$ cat config.mk
export PLATFORM = sky130hd
export DESIGN_NAME = bcd_time_counter_flat
export DESIGN_NICKNAME = d
export VERILOG_FILES = /design/src/rtl/bcd_time_counter_if.sv /design/src/rtl/bcd_time_counter.sv /design/src/flat_wrapper.sv
export SDC_FILE = /design/constraint.sdc
export NUM_CORES = 1
export LEC_CHECK = 0
export CORE_AREA = 10 10 98 100
export DETAILED_ROUTE_END_ITERATION = 16
export DIE_AREA = 0 0 108 110
export PLACE_DENSITY = 0.8
export SLEW_MARGIN = 10
export SYNTH_ARGS = -nofsm -noshare
export SYNTH_HDL_FRONTEND = slang
export SYNTH_SLANG_ARGS = --single-unit
$ cat constraint.sdc
create_clock -name ADC_CLK_10 -period 4.1 [get_ports ADC_CLK_10]
set_clock_uncertainty 0.1 [all_clocks]
set_input_delay 0.82 -clock ADC_CLK_10 [delete_from_list [all_inputs] [get_ports ADC_CLK_10]]
set_output_delay 0.82 -clock ADC_CLK_10 [all_outputs]
set_load 0.005 [all_outputs]
$ cat src/rtl/bcd_time_counter_if.sv
// Front-panel controls in, display digits out, for the wall-clock time core.
// Latency: none (wires only).
// Backpressure: none; levels and registered outputs only.
interface bcd_time_counter_if;
    logic       set_en;
    logic       inc_min;
    logic       inc_hour;
    logic       mode24;
    logic [3:0] hourten;
    logic [3:0] hourone;
    logic [3:0] mintens;
    logic [3:0] minones;
    logic       pm;
    logic       colon;
    logic       sec_tick;

    modport master (
        output set_en, inc_min, inc_hour, mode24,
        input  hourten, hourone, mintens, minones, pm, colon, sec_tick
    );

    modport slave (
        input  set_en, inc_min, inc_hour, mode24,
        output hourten, hourone, mintens, minones, pm, colon, sec_tick
    );
endinterface

$ cat src/rtl/bcd_time_counter.sv
// BCD wall-clock core: 1 Hz prescaler, sec/min/hour counters, set buttons, 12/24h display.
// Latency: counters move on the sec_tick edge, digits one cycle later; buttons 3 cycles + 1.
// Backpressure: none; free-running, buttons are edge-detected levels.
module bcd_time_counter #(
    parameter int DIV = 10_000_000
) (
    input  logic              ADC_CLK_10,
    input  logic              Reset,
    bcd_time_counter_if.slave bus
);
    localparam int            PW     = (DIV > 1) ? $clog2(DIV) : 1;
    localparam logic [PW-1:0] P_LAST = PW'(DIV - 1);
    localparam logic [PW-1:0] P_HALF = PW'(DIV / 2);

    // synchroniser chains; buttons carry a third flop for edge detection
    logic r_set_s1, r_set_s2, r_mode_s1, r_mode_s2;
    logic r_min_s1, r_min_s2, r_min_s3, r_hour_s1, r_hour_s2, r_hour_s3;

    // internal time state
    logic [PW-1:0] r_presc;
    logic [3:0]    r_sec_ten, r_sec_one, r_min_ten, r_min_one, r_hour_ten, r_hour_one;

    // registered outputs
    logic [3:0] r_hourten, r_hourone, r_mintens, r_minones;
    logic       r_pm, r_colon, r_sec_tick;

    logic          w_run, w_term, w_sec_wrap, w_min_wrap, w_min_inc, w_hour_inc;
    logic          w_min_edge, w_hour_edge;
    logic [PW-1:0] w_presc_nxt;
    logic [4:0]    w_hour_bin, w_disp_bin;
    logic [3:0]    w_disp_ten, w_disp_one;

    // bring the asynchronous front-panel levels into the clock domain
    always_ff @(posedge ADC_CLK_10 or posedge Reset) begin
        if (Reset) begin
            r_set_s1  <= 1'b0; r_set_s2  <= 1'b0;
            r_mode_s1 <= 1'b0; r_mode_s2 <= 1'b0;
            r_min_s1  <= 1'b0; r_min_s2  <= 1'b0; r_min_s3  <= 1'b0;
            r_hour_s1 <= 1'b0; r_hour_s2 <= 1'b0; r_hour_s3 <= 1'b0;
        end else begin
            r_set_s1  <= bus.set_en;   r_set_s2  <= r_set_s1;
            r_mode_s1 <= bus.mode24;   r_mode_s2 <= r_mode_s1;
            r_min_s1  <= bus.inc_min;  r_min_s2  <= r_min_s1;  r_min_s3  <= r_min_s2;
            r_hour_s1 <= bus.inc_hour; r_hour_s2 <= r_hour_s1; r_hour_s3 <= r_hour_s2;
        end
    end

    // carry chain decode: prescaler terminal count ripples into sec/min/hour increments
    always_comb begin
        w_min_edge  = r_min_s2 & ~r_min_s3;
        w_hour_edge = r_hour_s2 & ~r_hour_s3;
        w_run       = ~r_set_s2;
        w_term      = w_run && (r_presc == P_LAST);
        w_presc_nxt = '0;
        if (w_run && !w_term) w_presc_nxt = r_presc + 1'b1;
        w_sec_wrap  = w_term && (r_sec_ten == 4'd5) && (r_sec_one == 4'd9);
        w_min_wrap  = (r_min_ten == 4'd5) && (r_min_one == 4'd9);
        // set-mode minute presses never carry into hours
        w_min_inc   = w_sec_wrap | (r_set_s2 & w_min_edge);
        w_hour_inc  = (w_sec_wrap & w_min_wrap) | (r_set_s2 & w_hour_edge);
    end

    // prescaler and seconds: free-running in run mode, held at zero in set mode
    always_ff @(posedge ADC_CLK_10 or posedge Reset) begin
        if (Reset) begin
            r_presc    <= '0;
            r_sec_ten  <= 4'd0;
            r_sec_one  <= 4'd0;
            r_sec_tick <= 1'b0;
        end else begin
            r_presc    <= w_presc_nxt;
            r_sec_tick <= w_term;
            if (!w_run) begin
                r_sec_ten <= 4'd0;
                r_sec_one <= 4'd0;
            end else if (w_term) begin
                if (r_sec_one == 4'd9) begin
                    r_sec_one <= 4'd0;
                    r_sec_ten <= (r_sec_ten == 4'd5) ? 4'd0 : r_sec_ten + 4'd1;
                end else begin
                    r_sec_one <= r_sec_one + 4'd1;
                end
            end
        end
    end

    // minutes and hours advance on a carry or a set-mode button edge
    always_ff @(posedge ADC_CLK_10 or posedge Reset) begin
        if (Reset) begin
            r_min_ten  <= 4'd0;
            r_min_one  <= 4'd0;
            r_hour_ten <= 4'd0;
            r_hour_one <= 4'd0;
        end else begin
            if (w_min_inc) begin
                if (r_min_one == 4'd9) begin
                    r_min_one <= 4'd0;
                    r_min_ten <= (r_min_ten == 4'd5) ? 4'd0 : r_min_ten + 4'd1;
                end else begin
                    r_min_one <= r_min_one + 4'd1;
                end
            end
            if (w_hour_inc) begin
                if (r_hour_ten == 4'd2 && r_hour_one == 4'd3) begin
                    r_hour_ten <= 4'd0;
                    r_hour_one <= 4'd0;
                end else if (r_hour_one == 4'd9) begin
                    r_hour_ten <= r_hour_ten + 4'd1;
                    r_hour_one <= 4'd0;
                end else begin
                    r_hour_one <= r_hour_one + 4'd1;
                end
            end
        end
    end

    // 24h to 12h mapping: 0 -> 12, 13..23 -> 1..11, others unchanged
    always_comb begin
        w_hour_bin = 5'(r_hour_ten) * 5'd10 + 5'(r_hour_one);
        w_disp_bin = w_hour_bin;
        if (!r_mode_s2) begin
            if (w_hour_bin == 5'd0)      w_disp_bin = 5'd12;
            else if (w_hour_bin > 5'd12) w_disp_bin = w_hour_bin - 5'd12;
        end
        w_disp_ten = 4'd0;
        if (w_disp_bin >= 5'd20)      w_disp_ten = 4'd2;
        else if (w_disp_bin >= 5'd10) w_disp_ten = 4'd1;
        w_disp_one = 4'(w_disp_bin - 5'(w_disp_ten) * 5'd10);
    end

    // display registers; colon tracks the prescaler value being loaded this edge
    always_ff @(posedge ADC_CLK_10 or posedge Reset) begin
        if (Reset) begin
            r_hourten <= 4'd0;
            r_hourone <= 4'd0;
            r_mintens <= 4'd0;
            r_minones <= 4'd0;
            r_pm      <= 1'b0;
            r_colon   <= 1'b1;
        end else begin
            r_hourten <= w_disp_ten;
            r_hourone <= w_disp_one;
            r_mintens <= r_min_ten;
            r_minones <= r_min_one;
            r_pm      <= ~r_mode_s2 && (w_hour_bin >= 5'd12);
            r_colon   <= r_set_s2 | (w_presc_nxt < P_HALF);
        end
    end

    assign bus.hourten  = r_hourten;
    assign bus.hourone  = r_hourone;
    assign bus.mintens  = r_mintens;
    assign bus.minones  = r_minones;
    assign bus.pm       = r_pm;
    assign bus.colon    = r_colon;
    assign bus.sec_tick = r_sec_tick;
endmodule

$ cat src/flat_wrapper.sv
// flat-port wrapper written by rule: the top's interface ports become plain ports
module bcd_time_counter_flat 
#(
    parameter int DIV = 10_000_000
)
  (ADC_CLK_10, Reset, bus_set_en, bus_inc_min, bus_inc_hour, bus_mode24, bus_hourten, bus_hourone, bus_mintens, bus_minones, bus_pm, bus_colon, bus_sec_tick);
  bcd_time_counter_if bus_i ();
  input  logic ADC_CLK_10;
  input  logic Reset;
  input wire logic [$bits(bus_i.set_en)-1:0] bus_set_en;
  input wire logic [$bits(bus_i.inc_min)-1:0] bus_inc_min;
  input wire logic [$bits(bus_i.inc_hour)-1:0] bus_inc_hour;
  input wire logic [$bits(bus_i.mode24)-1:0] bus_mode24;
  output wire logic [$bits(bus_i.hourten)-1:0] bus_hourten;
  output wire logic [$bits(bus_i.hourone)-1:0] bus_hourone;
  output wire logic [$bits(bus_i.mintens)-1:0] bus_mintens;
  output wire logic [$bits(bus_i.minones)-1:0] bus_minones;
  output wire logic [$bits(bus_i.pm)-1:0] bus_pm;
  output wire logic [$bits(bus_i.colon)-1:0] bus_colon;
  output wire logic [$bits(bus_i.sec_tick)-1:0] bus_sec_tick;
  assign bus_i.set_en = bus_set_en;
  assign bus_i.inc_min = bus_inc_min;
  assign bus_i.inc_hour = bus_inc_hour;
  assign bus_i.mode24 = bus_mode24;
  assign bus_hourten = bus_i.hourten;
  assign bus_hourone = bus_i.hourone;
  assign bus_mintens = bus_i.mintens;
  assign bus_minones = bus_i.minones;
  assign bus_pm = bus_i.pm;
  assign bus_colon = bus_i.colon;
  assign bus_sec_tick = bus_i.sec_tick;
  bcd_time_counter #(.DIV(DIV)) u_core (.ADC_CLK_10(ADC_CLK_10), .Reset(Reset), .bus(bus_i));
endmodule
==> results.json <==
{
  "status": "finished clean",
  "route.antenna.remaining_nets": 0,
  "power.share.clock": 0.262,
  "layout-area-overhead-vs-synth_pct": 14.0,
  "tns_ns": 0,
  "p_sw_frac": 0.334,
  "avgViaCountPerCell": 5.87,
  "cts_inserted_buffers": 9,
  "pwr-share-comb": 0.318,
  "tritoncts_num_sinks": 75,
  "grt_max_degree": 71,
  "yosys.cell_types.count": 69,
  "final_nets": 450,
  "tightestPinTransition_ns": 0.896,
  "cts.reportedPaths.clkPinSlew_ns": 0.08,
  "fillCellCount": 591,
  "placedCellCount": 516,
  "critPathMaxStageDelay_ns": 0.43,
  "most_common_cell_after_layout_fill_and_taps_aside": "dfrtp_1",
  "grt_first_pass_wirelength_um": 14100,
  "grt_pass1_vias": 3037,
  "initial_core_util": 0.531,
  "diodes": 0,
  "drv_slew": 0,
  "synth-edff-count": 0,
  "postSynthCellCount": 403,
  "worst_ep_arrival_time_ns": 4.10,
  "routabilityCongestion": 0.871,
  "cts_root_buffer": "clkbuf_8",
  "synth_top_cell_area_share": 0.456,
  "fin_util": 0.605,
  "core_area_um2": 7650,
  "power-per-cell-area_nw_per_um2": 486,
  "final_hold_viol_count": 0,
  "detail_route.first_pass.iterations": 4,
  "cts.repair_timing.setup_buffer_count": 0,
  "vias": 3124,
  "port_buffers": 22,
  "critical_path.top_delay_family": "adder cells",
  "ctsResizeCount": 0,
  "antenna_found_initial": 0,
  "finalCriticalPeriod_ns": 3.95,
  "syn_area_um2": 4060,
  "final-seq-area_um2": 1880,
  "critical_path_class": "reg -> reg",
  "htree_num_levels": 3,
  "cp-end-kind": "flop",
  "cp_common_cell": "ha_1",
  "fp.dieW_um": 108,
  "dr.first_iter.drc_count": 91,
  "fp.dieArea_um2": 11900,
  "worst_ir_drop_vdd_v": 0.000536,
  "p_leak_nw": 1.98,
  "tritoncts": "done",
  "finalCritPeriodShare": 0.963,
  "synthArstFlopShare": 1.00,
  "cts_buffer_depth": 2,
  "synth_seq_area_share": 0.463,
  "yosys_warnings": 0,
  "tightest_hold_check_type": "reg -> reg",
  "avgRoutedWirePerCell_um": 15.4,
  "power_frac_seq": 0.420,
  "grt.overflow.total": 0,
  "yosys-top-cells-area": "dfrtp_1 (46%), ha_1 (5.2%), nor2_1 (3.6%)",
  "cts_hold_buf": 0,
  "drc": 0,
  "die_height_um": 110,
  "rows": 32,
  "mostFrequentLayoutCells": "dfrtp_1 (73), nor2_1 (39), inv_1 (24), clkdlybuf4s50_1 (22), nand2_1 (18)",
  "slew_headroom": 0.397,
  "post-dp-hpwl_um": 5720,
  "clock_insertion_delay_worst_skew_ns": 0.35,
  "worst_ep_required_time_ns": 4.25,
  "instances_no_fill": 532,
  "max_cap_check_violation_count": 0,
  "cpMaxStageDelayCell": "dfrtp_1",
  "synth_top_area_cell": "dfrtp_1",
  "multiInputGateArea_um2": 2030,
  "final_layout_size_suffix_gt1_frac": 0.116,
  "intPower_mw": 1.50,
  "grt_setup_unrepaired": "no",
  "cp_startpoint_kind": "flop",
  "path_buf_inv": 1,
  "design.portCount": 25,
  "switchingPower_mw": 0.751,
  "leading_register_cell_type_out_of_synthesis": "dfrtp_1",
  "drt_wl_total_um": 8180,
  "path_max_fanout": 5,
  "syn_area_per_cell_um2": 10.1,
  "path_cells": "ha_1 -> ha_1 -> xor2_1 -> inv_1 -> ha_1 -> or4b_4 -> nor4_4 -> or2_2 -> nor4b_4 -> nor2_1 -> mux2_2 -> ha_1 -> fa_1 -> a21o_1 -> o221ai_1",
  "grt.total_usage": 0.144,
  "setup_violations": 0,
  "max_clock_freq_mhz": 253,
  "yosys_register_bits": 75
}
[kinds of logic after synthesis]
kind of cell,synth area share
other,0.000924
muxes,0.0321
DFF,0.463
xor gates and xnor gates,0.0567
AOI/OAI and AO/OA,0.117
and+or+nand+nor,0.220
adders and majority gates,0.0623
buffers and inverters,0.0484
[worst register-to-register path, cell delays in order, from the launching register on]
cell	delay, ns
dfrtp_1	0.43
ha_1	0.31
ha_1	0.32
xor2_1	0.21
inv_1	0.11
ha_1	0.20
or4b_4	0.23
nor4_4	0.04
or2_2	0.35
nor4b_4	0.29
nor2_1	0.06
mux2_2	0.28
ha_1	0.21
fa_1	0.40
a21o_1	0.17
o221ai_1	0.17
[metal layers]
layer	up-vias	GRT usage	part of all wire
li1	1497	-	-
met5	-	0	0
met4	0	0.0563	0.019
met1	1523	0.184	0.45
met2	86	0.225	0.47
met3	18	0.0424	0.063
[cell type report]
type                    instances  area share
clock buffers                   9      0.0268
clock inverters                 7      0.0178
inverters                      26      0.0211
multi-input cells             284       0.439
flip-flops and latches         75       0.406
well taps                     102      0.0276
repair buffers                 29      0.0616
[worst paths after layout]
kind	startpoint	endpoint	slack, ns	depth (start not counted)
max in group asynchronous	Reset	u_core.bus.colon	2.72	3
min in group asynchronous	Reset	u_core.bus.hourone[1]	0.58	2
worst max register to register	u_core.r_hour_ten[2]	u_core.bus.hourone[3]	0.15	15
worst max-delay path	u_core.r_hour_ten[2]	u_core.bus.hourone[3]	0.15	15
worst min register to register	u_core.r_mode_s1	u_core.r_mode_s2	0.25	0
worst min-delay path	u_core.r_mode_s1	u_core.r_mode_s2	0.25	0
[synthesized netlist by cell type, types with 4 or more instances]
library cell,count
dfrtp_1,74
nor2_1,39
inv_1,26
nand2_1,18
ha_1,17
nand3_1,17
a21oi_1,14
o21ai_0,14
xnor2_1,14
nand4_1,12
nor4_1,12
clkbuf_1,11
nor3_1,11
and3_1,7
mux2i_1,7
xor2_1,7
or3_1,6
and2_1,5
nor3b_1,5
o31ai_1,5
buf_2,4
[state kept, by name, indices dropped and copies added, names as in the netlist, 2 cells and up]
name,flops
u_core.r_sec_ten,4
u_core.r_hour_one,4
u_core.bus.hourone,4
u_core.r_presc,24
u_core.r_min_one,4
u_core.r_sec_one,4
u_core.bus.hourten,2
u_core.bus.mintens,4
u_core.bus.minones,4
u_core.r_min_ten,4
u_core.r_hour_ten,4
[per-stage QoR]
step	instance area (µm²)	power, mW	worst slack, ns	hold slack (ns)
6_report	4630	2.25	0.151	0.254
5_1_grt	4630	2.39	0.00239	0.269
4_1_cts	4580	2.22	0.0385	0.257
3_5_place_dp	4380	1.63	0.0464	0.236
3_3_place_gp	4380	1.61	0.151	0.234
2_1_floorplan	4060	1.39	0.0280	0.231
[power groups by stage]
| stage | Clock (mW) | Combinational, mW | Sequential [mW] |
|---|---|---|---|
| finish | 0.589 | 0.715 | 0.945 |
| global route | 0.633 | 0.794 | 0.965 |
| CTS | 0.601 | 0.679 | 0.945 |
| detailed placement | 0 | 0.671 | 0.959 |
| global placement | 0 | 0.658 | 0.954 |
| floorplan | 0 | 0.452 | 0.935 |
No activity file was read; power rests on OpenSTA's default activity.
